**config.mk**
```make
export PLATFORM = sky130hd
export DESIGN_NAME = sm83_timer
export DESIGN_NICKNAME = d
export VERILOG_FILES = /design/src/rtl/sm83_pkg.sv /design/src/rtl/sm83_timer_tick.sv /design/src/rtl/sm83_timer.sv
export SDC_FILE = /design/constraint.sdc
export NUM_CORES = 1
export LEC_CHECK = 0
export BUFFER_PORTS_ARGS = -buffer_cell sky130_fd_sc_hd__buf_4
export CAP_MARGIN = 5
export CELL_PAD_IN_SITES_DETAIL_PLACEMENT = 1
export CELL_PAD_IN_SITES_GLOBAL_PLACEMENT = 1
export CORE_MARGIN = 5
export CORE_UTILIZATION = 28
export DETAILED_ROUTE_END_ITERATION = 6
export GPL_ROUTABILITY_DRIVEN = 0
export PLACE_DENSITY = 0.56
export SYNTH_ARGS = -nofsm -noshare
export SYNTH_HDL_FRONTEND = slang
export SYNTH_SLANG_ARGS = --single-unit
```
**constraint.sdc**
```tcl
create_clock -name clk -period 6.5 [get_ports clk]
set_input_delay 0.975 -clock clk [delete_from_list [all_inputs] [get_ports clk]]
set_output_delay 0.975 -clock clk [all_outputs]
set_load 0.05 [all_outputs]
```
**src/rtl/sm83_pkg.sv**
```systemverilog
// Shared SM83 types plus the DIV/TIMA/TMA/TAC timer definitions.
// Bus word types are common to every responder on the core bus.
package sm83_pkg;

    typedef logic [15:0] addr_t;
    typedef logic [7:0]  data_t;

    localparam logic [1:0] TMR_DIV  = 2'd0;
    localparam logic [1:0] TMR_TIMA = 2'd1;
    localparam logic [1:0] TMR_TMA  = 2'd2;
    localparam logic [1:0] TMR_TAC  = 2'd3;

    typedef enum logic [1:0] {
        RUN    = 2'd0,
        OVF    = 2'd1,
        RELOAD = 2'd2
    } tmr_state_t;

    function automatic logic [3:0] tac_bit(input logic [1:0] sel);
        logic [3:0] b;
        unique case (sel)
            2'b00:   b = 4'd9;
            2'b01:   b = 4'd3;
            2'b10:   b = 4'd5;
            2'b11:   b = 4'd7;
            default: b = 4'd9;
        endcase
        return b;
    endfunction

endpackage

```
**src/rtl/sm83_timer_tick.sv**
```systemverilog
// Free-running system counter, TAC tap select and falling-edge
// detector that produces the TIMA increment strobe.
module sm83_timer_tick
    import sm83_pkg::*;
(
    input  logic       clk,
    input  logic       rst,
    input  logic       div_clr_i,
    input  logic [2:0] tac_i,
    output data_t      div_o,
    output logic       inc_o
);

    logic [15:0] cnt_q, cnt_d;
    logic        prev_q;
    logic        tick;

    always_comb begin
        cnt_d = div_clr_i ? 16'd0 : cnt_q + 16'd1;
    end

    // Any 1->0 drop counts, including ones caused by DIV or TAC writes.
    assign tick  = tac_i[2] & cnt_q[tac_bit(tac_i[1:0])];
    assign inc_o = prev_q & ~tick;
    assign div_o = cnt_q[15:8];

    always_ff @(posedge clk or posedge rst) begin
        if (rst) begin
            cnt_q  <= 16'd0;
            prev_q <= 1'b0;
        end else begin
            cnt_q  <= cnt_d;
            prev_q <= tick;
        end
    end

endmodule

```
**src/rtl/sm83_timer.sv**
```systemverilog
// DMG timer responder: DIV/TIMA/TMA/TAC registers, delayed TMA reload
// after TIMA overflow and the one-cycle timer interrupt pulse.
module sm83_timer
    import sm83_pkg::*;
#(
    parameter addr_t BASE_ADDR = 16'hFF04,
    parameter int    OVF_DELAY = 4
)
(
    input  logic  clk,
    input  logic  rst,
    input  addr_t addr,
    input  data_t w_data,
    input  logic  w_wen,
    output data_t r_data,
    output logic  hit,
    output logic  irq
);

    localparam int DLY_W = (OVF_DELAY > 2) ? $clog2(OVF_DELAY) : 1;
    localparam logic [DLY_W-1:0] DLY_INIT = DLY_W'(OVF_DELAY - 1);

    tmr_state_t       state_q, state_d;
    data_t            tima_q, tima_d;
    data_t            tma_q, tma_d;
    logic [2:0]       tac_q, tac_d;
    logic [DLY_W-1:0] dly_q, dly_d;

    addr_t      off;
    logic [1:0] sel;
    logic       wr, wr_div, wr_tima, wr_tma, wr_tac;
    data_t      div;
    logic       inc;
    logic [8:0] sum;

    assign off = addr - BASE_ADDR;
    assign hit = (off[15:2] == 14'd0);
    assign sel = off[1:0];

    assign wr      = w_wen & hit;
    assign wr_div  = wr & (sel == TMR_DIV);
    assign wr_tima = wr & (sel == TMR_TIMA);
    assign wr_tma  = wr & (sel == TMR_TMA);
    assign wr_tac  = wr & (sel == TMR_TAC);

    sm83_timer_tick u_tick (
        .clk       (clk),
        .rst       (rst),
        .div_clr_i (wr_div),
        .tac_i     (tac_q),
        .div_o     (div),
        .inc_o     (inc)
    );

    assign sum = {1'b0, tima_q} + 9'd1;

    always_comb begin
        tma_d = wr_tma ? w_data : tma_q;
        tac_d = wr_tac ? w_data[2:0] : tac_q;
    end

    always_comb begin
        state_d = state_q;
        tima_d  = tima_q;
        dly_d   = dly_q;
        unique case (state_q)
            RUN: begin
                if (wr_tima) begin
                    tima_d = w_data;
                end else if (inc) begin
                    if (sum[8]) begin
                        tima_d  = 8'h00;
                        dly_d   = DLY_INIT;
                        state_d = OVF;
                    end else begin
                        tima_d = sum[7:0];
                    end
                end
            end
            OVF: begin
                if (wr_tima) begin
                    tima_d  = w_data;
                    state_d = RUN;
                end else if (dly_q == '0) begin
                    // Load on entry so TMA is visible alongside irq.
                    tima_d  = tma_q;
                    state_d = RELOAD;
                end else begin
                    dly_d = dly_q - 1'b1;
                end
            end
            RELOAD: begin
                state_d = RUN;
                if (wr_tma) tima_d = w_data;
            end
            default: state_d = RUN;
        endcase
    end

    always_comb begin
        irq = (state_q == RELOAD);
    end

    always_ff @(posedge clk or posedge rst) begin
        if (rst) begin
            state_q <= RUN;
            tima_q  <= 8'h00;
            tma_q   <= 8'h00;
            tac_q   <= 3'b000;
            dly_q   <= '0;
        end else begin
            state_q <= state_d;
            tima_q  <= tima_d;
            tma_q   <= tma_d;
            tac_q   <= tac_d;
            dly_q   <= dly_d;
        end
    end

    always_comb begin
        r_data = 8'h00;
        if (hit) begin
            unique case (sel)
                TMR_DIV:  r_data = div;
                TMR_TIMA: r_data = tima_q;
                TMR_TMA:  r_data = tma_q;
                TMR_TAC:  r_data = {5'b11111, tac_q};
                default:  r_data = 8'h00;
            endcase
        end
    end

endmodule

```
======== After elaboration in Yosys (flattened, before gate mapping) ========
Cells that the tools add are included.
word-level totals
  input port bits ......................... 27
  word-level logic and storage cells ...... 71
  bits in registers ....................... 40
  output and inout bits ................... 10
cells by class
  bitwise logic cells ..................... 8
  equality and inequality tests ........... 16
  mux-type cells .......................... 25
  $add $sub $neg .......................... 4
  reduce and logical (&&, ||, !) cells .... 10
  $lt $le $gt $ge ......................... 1
operator list
  kind                                                        count
  two-way mux 8 bit                                           7
  one-hot mux 8 bit (4 select lines)                          1
  one-hot mux 8 bit (3 select lines)                          1
  two-way mux 2 bit                                           10
  adder 16 x 1 -> 16 bit, second input constant               1
  two-way mux 16 bit                                          1
  one-hot mux 4 bit (4 select lines)                          1
  subtractor 16 bit, second input constant                    1
  logical NOT 14 bit                                          1
  == test 2 bit, second input constant                        5
  != test 2 bit, second input constant                        5
  adder 8 x 1 -> 9 bit, second input constant                 1
  logical NOT 2 bit                                           4
  one-hot mux 2 bit (2 select lines)                          2
  AND reduction 4 bit                                         2
  AND 1 bit                                                   7
  == test 2 x 1 -> 1 bit, second input constant               3
  != test 3 bit, second input constant                        2
  AND reduction 6 bit                                         1
  less-than comparator 4 x 5 -> 1 bit, second input constant  1
  binary-select mux 1 bit (select 4 bit)                      1
  nonzero test 3 bit                                          1
  != test 2 x 1 -> 1 bit, second input constant               1
  nonzero test 2 bit                                          1
  3 further kinds                                             3

======== Longest topological paths before layout ========
Gate-level depths: netlist of the first run.
  depth in word-level cells ............... 10
  mapped depth ............................ 8
  depth with buffers taken out ............ 7

======== Modules after synthesis ========
A second synthesis of the first run with hierarchy kept.
second synthesis, totals
  cell total of the unflattened synthesis .. 284
  area, all modules ....................... 2700.1 um2
modules (own cells, without submodules)
  module           cells an instance  instances  area an instance (um2)
  sm83_timer       196                1          1798.0
  sm83_timer_tick  88                 1          902.1

======== Worst setup path before layout of the first run ========
No wires, ideal clock.
  path type ............................... input to output
  from .................................... in addr[3]
  to ...................................... out r_data[3]
  path buffers ............................ 2
  path slack .............................. 2.555 ns
  stages on the path ...................... 5
  data arrival time ....................... 2.970 ns
  cell sequence ........................... or4b_1 > or4_4 > buf_6 > buf_4 > nor2_1
between the ends
  word-level cells in the longest chain between the ends .. 3
ends and longest elaborated chain
  what                RTL line           text
  start, declared     sm83_timer.sv:12   input addr_t addr,
  subtractor 16 bit   sm83_timer.sv:36   assign off = addr - BASE_ADDR;
  logical NOT 14 bit  sm83_timer.sv:37   assign hit = (off[15:2] == 14'd0);
  two-way mux 8 bit   sm83_timer.sv:122  if (hit) begin
  end, declared       sm83_timer.sv:15   output data_t r_data,
Every way passes these cells.

======== Final worst setup path of the first run ========
  from .................................... in addr[3]
  to ...................................... out r_data[1]
The elaborated chain is that of the path after synthesis.

==> metrics, run 1 <==
Synth cell types=55; Area growth syn-to-layout=18.4%; final non-filler cell area=~0.0030 mm^2; instance count of the mapped netlist=258; number of antenna cells inserted=0; global-route congestion overflow total=0; Net Count, Synth=~290; basic-gate share of the synthesized area counting and, or, nand and nor cells=approximately a fifth; die width=around 110 um; largest family of logic cells by synthesized area=simple AND/OR/NAND/NOR gates; final worst-path cycle share=59.9%; Critical Path RT=about 5500 ps; TritonCTS clock tree=done; number of violations reported at the end of detailed-routing iteration 0=78; average cell area after synthesis=about 9.9 um^2; Top-Level Pins=37; via density per instance=roughly 5.3; power density of the placed cells=174 mW/mm^2; # setup viols final=0; static leakage=1.32 nW; GRT Util Overall=between 10 and 15%; PnR worst setup slack=~2600 ps; overall power=between 500 and 600 uW; adder-cell share of the synthesized area=under 10%; CP Class=in2out; FFs w/ async S/R, synth=100%; full die area=~0.011 mm^2; sequential share of power=roughly half; cells resized by post-CTS repair=0; vertical extent of the die=106 um; vias after detailed routing=between 2000 and 2500; clock latency on the worst-skew pair=300 ps; xor-xnor portion of the synthesized cell area=around 4.8%; actual transition at the worst max-transition pin=between 900 and 1000 ps; final routed wire length divided by cell count=between 15 and 20 um; highest achievable clock rate=257 MHz; CTS Sinks=40; synthesized-area fraction occupied by ao, oa, aoi and oai cells=between 10% and 20%; cts bufs inserted=5; switching power summed over all nets=between 100 and 150 uW; detailed-route wire length=~7.4 mm; fill cell instance count of the final layout=roughly 1000; Slew Limit Fails=0; pre-CTS setup slack=around 2600 ps; peak fanout along the critical path=14; synthesis-stage register bit count=40; status=completed; iteration count of the initial detailed-routing pass=4; flip-flop cell with the highest count after synthesis=dfrtp_1; number of nets in the final layout=approximately 330; cell internal power dissipation=approximately 400 uW; Hold Fails Final Rpt=0; Post-CTS Setup Inserts=0; Total Negative Setup Slacks=0 ps; proportion of total power due to net switching=between 20% and 30%; CTS HTree Levels=2; initial antenna violation count=0; Clock Skews=between 2 and 3 ps; Clock Tree Root=clkbuf_8; remaining antenna violation count=0; worst hold path class=reg2reg; number of standard-cell rows in the floorplan=35; sequential share of the synthesized area=between 30% and 40%; Worst slew margin=a little under two fifths; area of placed instances=around 0.0029 mm^2; Worst Path Arrival=about 2900 ps; nature of the critical path endpoint=output pin; post-CTS clock slew at the launch and capture registers of the worst setup and hold paths=~80 ps; Final min period=roughly 3900 ps; Synth Cell Area=~0.0026 mm^2; RSZ-0062 raised after global routing=false; portion of total power attributed to combinational logic=7.6%; number of placed instances, taps included=just under 400; largest voltage drop on the vdd net=0.0864 mV; drc violations=0; pin count of the biggest net entering global routing=41; number of buffer cells added on primary ports=36; most frequent standard cell in the layout excluding fill and tap cells=dfrtp_1; number of enable-type register cells in the synthesized netlist=0; number of global-route vias before repair=approximately 2200; most frequent cells in the layout=40 x dfrtp_1, 37 x buf_4, 26 x nor2_1, 17 x nand2_1; effective utilization at floorplan=28.3%; CTS Hold Bufs=0; post-synthesis mux area share=11.6%; first-pass GRT wire length=~12 mm; number of warning messages in the yosys log=0; Core Footprint=~0.009 mm^2; proportion of power drawn by the clock network=a little over two fifths; maximum count of clock buffers along a single path=2; Max Cap Violations=0; Final Instance Count excl. Fillers=404; post-DP HPWL=roughly 5.5 mm; startpoint class of the critical path=input port; ratio of cells with drive above 1 in the final layout=roughly a quarter
-- registers in the layout, summed over array words and instances, names as in the netlist --
register	cells
tma_q	8
tac_q	3
tima_q	8
u_tick.cnt_q	16
u_tick.prev_q	1
dly_q	2
state_q	2
-- critical path, stage by stage --
cell and delay, ps:
buf_4 100, or4b_1 510, or4_4 660, inv_2 260, and2_1 200, buf_4 200
-- through the flow --
stage | hold WS (ps) | util, %
after detailed placement | 494 | 32.1
final | 499 | 33.5
after floorplan | 448 | -
after global routing | 529 | 33.5
after global placement | 488 | 32.1
after CTS | 506 | 33.5
-- cell type report --
| cell class | instances | area [um^2] | share of cell area (%) |
|---|---|---|---|
| inverters | 13 | 48.8 | 1.61 |
| flip-flops and latches | 40 | 1000 | 33.0 |
| clock inverters | 2 | 38.8 | 1.28 |
| repair buffers | 37 | 278 | 9.15 |
| well taps | 111 | 139 | 4.58 |
| clock buffers | 6 | 82.6 | 2.72 |
| multi-input cells | 195 | 1450 | 47.7 |
-- Yosys cell counts, types with 2 or more instances --
cell	count	share of area, %
nor2_1	26	3.8
xnor2_1	5	1.7
a21o_1	2	0.59
a21oi_1	13	2.5
nand3_1	10	2.0
mux2_2	13	5.7
o22ai_1	6	1.5
inv_1	12	1.8
a211o_1	4	1.4
and3_1	5	1.2
mux2i_1	3	1.2
nand2b_1	3	0.73
xor2_1	9	3.1
buf_6	3	1.3
or3_1	4	0.98
a32oi_1	2	0.68
o31ai_1	3	0.88
nor3_1	3	0.59
mux4_2	4	3.5
nand4_1	6	1.5
o2bb2ai_1	2	0.68
a222oi_1	3	1.2
buf_2	2	0.39
a41oi_1	3	1.0
a211oi_1	2	0.59
nand2_1	17	2.5
a31oi_1	4	0.98
o21ai_0	5	0.98
and4_1	3	1.0
or2_2	2	0.49
and2_1	6	1.5
dfrtp_1	40	39
mux2_4	2	1.2
clkbuf_1	4	0.59
ha_1	7	3.4
-- cell families after synthesis --
group / count (synthesis)
buf+inv: 23
mux: 22
compound gates: 58
simple gates: 94
fa+ha+maj: 7
xor+xnor: 14
flops: 40
-- worst paths after layout --
| path | from | endpoint | slack, ps | cells after the start |
|---|---|---|---|---|
| max in group asynchronous | rst | state_q[1] | 5310 | 3 |
| worst min-delay path | u_tick.cnt_q[0] | u_tick.cnt_q[0] | 500 | 1 |
| worst max register to register | u_tick.cnt_q[9] | tima_q[6] | 3970 | 5 |
| min in group asynchronous | rst | u_tick.cnt_q[12] | 800 | 3 |
| worst min register to register | u_tick.cnt_q[0] | u_tick.cnt_q[0] | 500 | 1 |
| worst max-delay path | addr[3] | r_data[1] | 2600 | 6 |
-- power groups by stage --
stage | combinational, mW | sequential [mW] | clock, mW
finish | 0.0401 | 0.264 | 0.225
global route | 0.0449 | 0.265 | 0.241
CTS | 0.0411 | 0.264 | 0.233
detailed placement | 0.0409 | 0.269 | 0
global placement | 0.0407 | 0.268 | 0
floorplan | 0.0213 | 0.266 | 0
-- routing by layer --
layer  track usage [%]  wire length (um)
met3              2.33               143
met2              22.7              3570
met4              5.27               162
met5                 0                 0
met1              18.6              3500
Power figures use the tool's default switching activity.
==> inputs of run 2 (changes only) <==
Settings changed: PLACE_DENSITY 0.56 to 0.58.
Clock period 6.5 ns to 3.4 ns, I/O delays scaled along.
==> metrics, run 2 (synthesis gave the netlist of run 1 again) <==
Post-CTS Setup Inserts=0 (unchanged); drc violations=0 (unchanged); library cell appearing most often on the critical path=buf_4; cells resized by post-CTS repair=0 (unchanged); highest achievable clock rate=roughly 330 MHz; number of nets in the final layout=330 (+1.2%); Final Instance Count excl. Fillers=407 (+0.74%); remaining antenna violation count=0 (unchanged); largest registers in the final layout=u_tick.cnt_q (16), tima_q (8), tma_q (8); number of violations reported at the end of detailed-routing iteration 0=124 (+59%); global-route congestion overflow total=0 (unchanged); CP Class=in2out; largest register by flop count=u_tick.cnt_q; Slew Limit Fails=0 (unchanged); fill cell instance count of the final layout=1033 (+0.58%); RSZ-0062 raised after global routing=false; power density of the placed cells=298 mW/mm^2 (+71%); Hold Fails Final Rpt=0 (unchanged); ratio of cells with drive above 1 in the final layout=25.7% (+0.76 points); final routed wire length divided by cell count=18.4 um (+0.84%); number of placed instances, taps included=400 (+1.0%); fin util=33.4% (-0.11 points); number of antenna cells inserted=0 (unchanged); critical-path cell with the highest stage delay=or4_4; final worst-path cycle share=87.8%; initial antenna violation count=0 (unchanged); CTS HTree Levels=2 (unchanged); first-pass GRT wire length=12.2 mm (-1.5%); Final min period=about 3000 ps; PnR worst setup slack=414 ps (-2190 ps); Total Negative Setup Slacks=0 ps (unchanged); most frequent cells in the layout=41 x buf_4, 40 x dfrtp_1, 26 x nor2_1, 17 x nand2_1; post-CTS clock slew at the launch and capture registers of the worst setup and hold paths=80 ps (about the same); CTS Hold Bufs=0 (unchanged); # setup viols final=0 (unchanged); list of cells traversed by the critical path=buf_4 -> or4b_1 -> or4_4 -> inv_2 -> and2_1 -> buf_4; startpoint class of the critical path=input port; status=completed; vias after detailed routing=2099 (-1.5%); CTS Sinks=40 (unchanged); Critical Path RT=2890 ps (-2630 ps); Core Footprint=0.00906 mm^2 (unchanged); iteration count of the initial detailed-routing pass=6 (+2); GRT Util Overall=13.9% (-0.058 points); maximum count of clock buffers along a single path=2 (unchanged); Worst Path Arrival=2480 ps (-440 ps); via density per instance=5.16 (-2.2%); nature of the critical path endpoint=output pin; peak fanout along the critical path=14 (unchanged); maximum single-stage delay on the critical path=660 ps (about the same); post-DP HPWL=5.59 mm (+1.4%); R2R Setup Slk=950 ps (-3020 ps); Clock Tree Root=clkbuf_8; vertical extent of the die=106 um (unchanged); full die area=0.0112 mm^2 (unchanged); static leakage=1.32 nW (about the same); number of global-route vias before repair=2277 (+2.9%); flip-flop count of the largest register, all copies and words added=16 (unchanged); Top-Level Pins=37 (unchanged); cts bufs inserted=5 (unchanged); clock latency on the worst-skew pair=310 ps (about the same); Area growth syn-to-layout=18.0%; number of standard-cell rows in the floorplan=35 (unchanged); effective utilization at floorplan=28.3% (unchanged); Worst slew margin=63.4% (+26 points); actual transition at the worst max-transition pin=550 ps (-391 ps); TritonCTS clock tree=done; Clock Skews=11.4 ps (+8.50 ps); Max Cap Violations=0 (unchanged); pre-CTS setup slack=215 ps (-2380 ps); pin count of the biggest net entering global routing=41 (unchanged); largest voltage drop on the vdd net=0.172 mV (+99%); die width=106 um (unchanged); detailed-route wire length=7.50 mm (+1.6%); most frequent standard cell in the layout excluding fill and tap cells=buf_4; number of buffer cells added on primary ports=36 (unchanged); worst hold path class=in2async
[run 2: cell types whose count changed in the layout (fill, tap and decap cells not counted)]
cell / change
buf_4: +4
bufinv_16: -1
clkbuf_8: -1
clkinv_2: +1
clkinv_4: -1
clkinvlp_4: +1
[run 2: layout make-up]
cell class,instances,area (um^2),area share [%]
clock buffer,5,68.8,2.28
clock inverter,2,12.5,0.414
inverter,13,48.8,1.61
multi-input combinational,195,1450,47.8
sequential,40,1000,33.1
tap,111,139,4.59
timing repair buffer,41,308,10.2
[run 2: path summary, 6_finish.rpt]
check,start,endpoint,cells after the start
max,addr[3],r_data[1],6
min,rst,u_tick.cnt_q[12],3
max reg2reg,u_tick.cnt_q[9],tima_q[6],5
max in group asynchronous,rst,tima_q[0],3
min in group clk,w_data[5],tma_q[5],2
min reg2reg,u_tick.cnt_q[0],u_tick.cnt_q[0],1
[run 2: routing by layer]
metal  vias to the layer above  global-route usage (%)  wire, um
met1                      1033                    18.2      3430
met5                         -                       0         0
met4                         0                    4.07        93
li1                       1026                       -         -
met3                         7                    2.33       219
met2                        33                    23.5      3760
[run 2: critical path: cells and delay by family]
| family | cells | cell delay, ps |
|---|---|---|
| buffers and inverters | 3 | 580 |
| and+or+nand+nor | 3 | 1380 |
[run 2: power by group]
group / switching (mW) / internal [mW]
Clock: 0.183 / 0.139
Combinational: 0.0392 / 0.0374
Sequential: 0.0158 / 0.487
[run 2: through the flow]
| stage | power, mW | hold slack (ps) | instance area [um^2] |
|---|---|---|---|
| floorplan | 0.549 | 448 | 2560 |
| global placement | 0.590 | 482 | 2940 |
| detailed placement | 0.591 | 491 | 2940 |
| CTS | 0.919 | 362 | 3020 |
| global route | 0.945 | 404 | 3020 |
| finish | 0.902 | 340 | 3020 |
==> inputs of run 3 (changes only) <==
Settings changed: SYNTH_HIERARCHICAL set to 1.
==> metrics, run 3 <==
status=completed; category of cells accounting for the largest share of critical-path delay=simple AND/OR/NAND/NOR gates; detailed-route wire length=8.17 mm (+9.0%); cell accounting for the most synthesized area=dfrtp_1; sequential share of power=34.6% (-21 points); CP Class=in2out; Clock Skews=6.96 ps (-4.45 ps); sequential share of the synthesized area=37.1% (-2.0 points); GRT Util Overall=14.5% (+0.63 points); ratio of cells with drive above 1 in the final layout=25.9% (+0.21 points); Total Negative Setup Slacks=0 ps (unchanged); Worst slew margin=31.5% (-32 points); fin util=34.0% (+0.63 points); full die area=0.0117 mm^2 (+4.9%); average cell area after synthesis=9.51 um^2 (-4.3%); number of nets in the final layout=343 (+3.9%); fill cell instance count of the final layout=1094 (+5.9%); most frequent cells in the layout=40 x dfrtp_1, 40 x buf_4, 26 x nor2_1, 19 x nand2_1, 19 x mux2_2; Reg2Reg Depth=6 (+1); R2R Setup Slk=850 ps (-100 ps); cell internal power dissipation=1.17 mW (+76%); RSZ-0062 raised after global routing=false; number of violations reported at the end of detailed-routing iteration 0=82 (-34%); remaining antenna violation count=0 (unchanged); Final min period=2900 ps (-82.9 ps); die width=108 um (+2.4%); TritonCTS clock tree=done; Net Count, Synth=318 (+8.9%); post-DP HPWL=6.10 mm (+9.1%); Top-Level Pins=37 (unchanged); final worst-path cycle share=85.4% (-2.4 points); peak fanout along the critical path=11 (-3); largest registers in the final layout=u_tick/cnt_q (16), tima_q (8), tma_q (8); reg-to-reg startpoint=tima_q[1]; crit path launch=addr[3]; first-pass GRT wire length=13.3 mm (+9.0%); Core Footprint=0.00933 mm^2 (+2.9%); largest register by flop count=u_tick/cnt_q; CTS HTree Levels=2 (unchanged); Critical R2R Capture=dly_q[1]; startpoint class of the critical path=input port; number of global-route vias before repair=2409 (+5.8%); list of most frequent post-synthesis cells=40 x dfrtp_1, 26 x nor2_1, 19 x mux2_2, 19 x nand2_1; area of placed instances=0.00304 mm^2 (+3.4%); clock latency on the worst-skew pair=290 ps (-20 ps); worst hold path class=in2async; synthesis-stage register bit count=40 (unchanged); global-route congestion overflow total=0 (unchanged); FFs w/ async S/R, synth=100% (unchanged); Slew Limit Fails=0 (unchanged); Post-CTS Setup Inserts=0 (unchanged); largest cells by area after synthesis=dfrtp_1 37%, mux2_2 7.9%, nor2_1 3.6%; vias after detailed routing=2335 (+11%); top-area cell type share of the netlist area=37.1% (-2.0 points); static leakage=1.34 nW (+1.2%); Max Cap Violations=0 (unchanged); cts bufs inserted=5 (unchanged); highest achievable clock rate=344 MHz (+2.9%); number of warning messages in the yosys log=6 (+6); Clock Tree Root=clkbuf_8; CTS Hold Bufs=0 (unchanged); post-CTS clock slew at the launch and capture registers of the worst setup and hold paths=80 ps (about the same); instance count of the mapped netlist=284 (+10%); Area growth syn-to-layout=17.4%; number of enable-type register cells in the synthesized netlist=0 (unchanged); proportion of total power due to net switching=39.2% (+13 points); flip-flop cell with the highest count after synthesis=dfrtp_1; pin count of the biggest net entering global routing=24 (-41%); # setup viols final=0 (unchanged); number of standard-cell rows in the floorplan=35 (unchanged); effective utilization at floorplan=28.9% (+0.68 points); list of cells traversed by the critical path=buf_4 -> or4b_1 -> or4_4 -> inv_1 -> and2_1 -> buf_4; drc violations=0 (unchanged); endpoint of the worst setup timing path=r_data[2]; CTS Sinks=40 (unchanged); flip-flop count of the largest register, all copies and words added=16 (unchanged); number of buffer cells added on primary ports=36 (unchanged); library cell appearing most often on the critical path=buf_4; Synth cell types=58 (+5.5%); critical path buffer and inverter count=3 (unchanged); Critical Path RT=2890 ps (about the same); number of antenna cells inserted=0 (unchanged); iteration count of the initial detailed-routing pass=4 (-2); portion of total power attributed to combinational logic=41.3% (+33 points); critical-path cell with the highest stage delay=or4_4; power density of the placed cells=608 mW/mm^2 (+100%); Crit path depth=6 (unchanged); overall power=1.93 mW (+110%); maximum single-stage delay on the critical path=520 ps (-140 ps); final routed wire length divided by cell count=18.7 um (+1.3%); largest voltage drop on the vdd net=0.251 mV (+46%); actual transition at the worst max-transition pin=1030 ps (+477 ps); final non-filler cell area=0.00317 mm^2 (+4.8%); initial antenna violation count=0 (unchanged); Worst Path Arrival=2390 ps (-90 ps); vertical extent of the die=108 um (+2.4%); maximum count of clock buffers along a single path=2 (unchanged); area taken by flip-flops and latches=0.00100 mm^2 (unchanged); Synth Cell Area=0.00270 mm^2 (+5.4%); via density per instance=5.33 (+3.4%); cells resized by post-CTS repair=0 (unchanged); switching power summed over all nets=755 uW (+220%); proportion of power drawn by the clock network=24.1% (-12 points); nature of the critical path endpoint=output pin; area of the multi-input gates=0.00153 mm^2 (+5.8%); Hold Fails Final Rpt=0 (unchanged); cell with the most instances after synthesis=dfrtp_1
run 3: cell type report:
type                            instances  area share [%]
Clock buffer                            5            2.17
Clock inverter                          2            1.89
Inverter                               13            1.54
Multi-Input combinational cell        209            48.3
Sequential cell                        40            31.6
Tap cell                              129            5.09
Timing Repair Buffer                   40            9.47
run 3: how the worst min path moves through the flow:
stage,endpoint,slack (ps),cells after the start
floorplan,u_tick/cnt_q[0],420,1
global placement,u_tick/cnt_q[0],450,1
detailed placement,u_tick/cnt_q[0],450,1
CTS,u_tick/cnt_q[4],340,2
global route,u_tick/cnt_q[5],380,2
finish,u_tick/cnt_q[4],320,2
run 3: cell families after synthesis:
kind of cell,count (synthesis),share of synthesized area [%]
AND/OR/NAND/NOR,101,19.9
AO/OA/AOI/OAI,64,17.4
flip-flops,40,37.1
buffers and inverters,35,6.44
multiplexers,23,11.4
XOR/XNOR,14,4.54
adder cells (fa/ha/maj),7,3.24
run 3: power by group through the flow:
stage                     combinational, mW  clock (mW)  sequential [mW]
after CTS                             0.793       0.483            0.664
after floorplan                       0.594           0            0.627
final                                 0.795       0.465            0.666
after global routing                  0.881       0.499            0.678
after detailed placement              0.786           0            0.671
after global placement                0.781           0            0.676
run 3: layer usage:
| metal | track usage, % | part of all wire [%] |
|---|---|---|
| met2 | 24.1 | 49 |
| met5 | 0 | 0 |
| met1 | 19.9 | 48 |
| met3 | 2.33 | 2.7 |
| met4 | 3.43 | 0.70 |
run 3: per-stage QoR:
step	setup WS, ps	hold WS (ps)	std cells
after floorplan	325	417	284
after detailed placement	405	450	431
final	497	315	438
after global placement	478	445	431
after global routing	447	378	438
after CTS	507	340	438
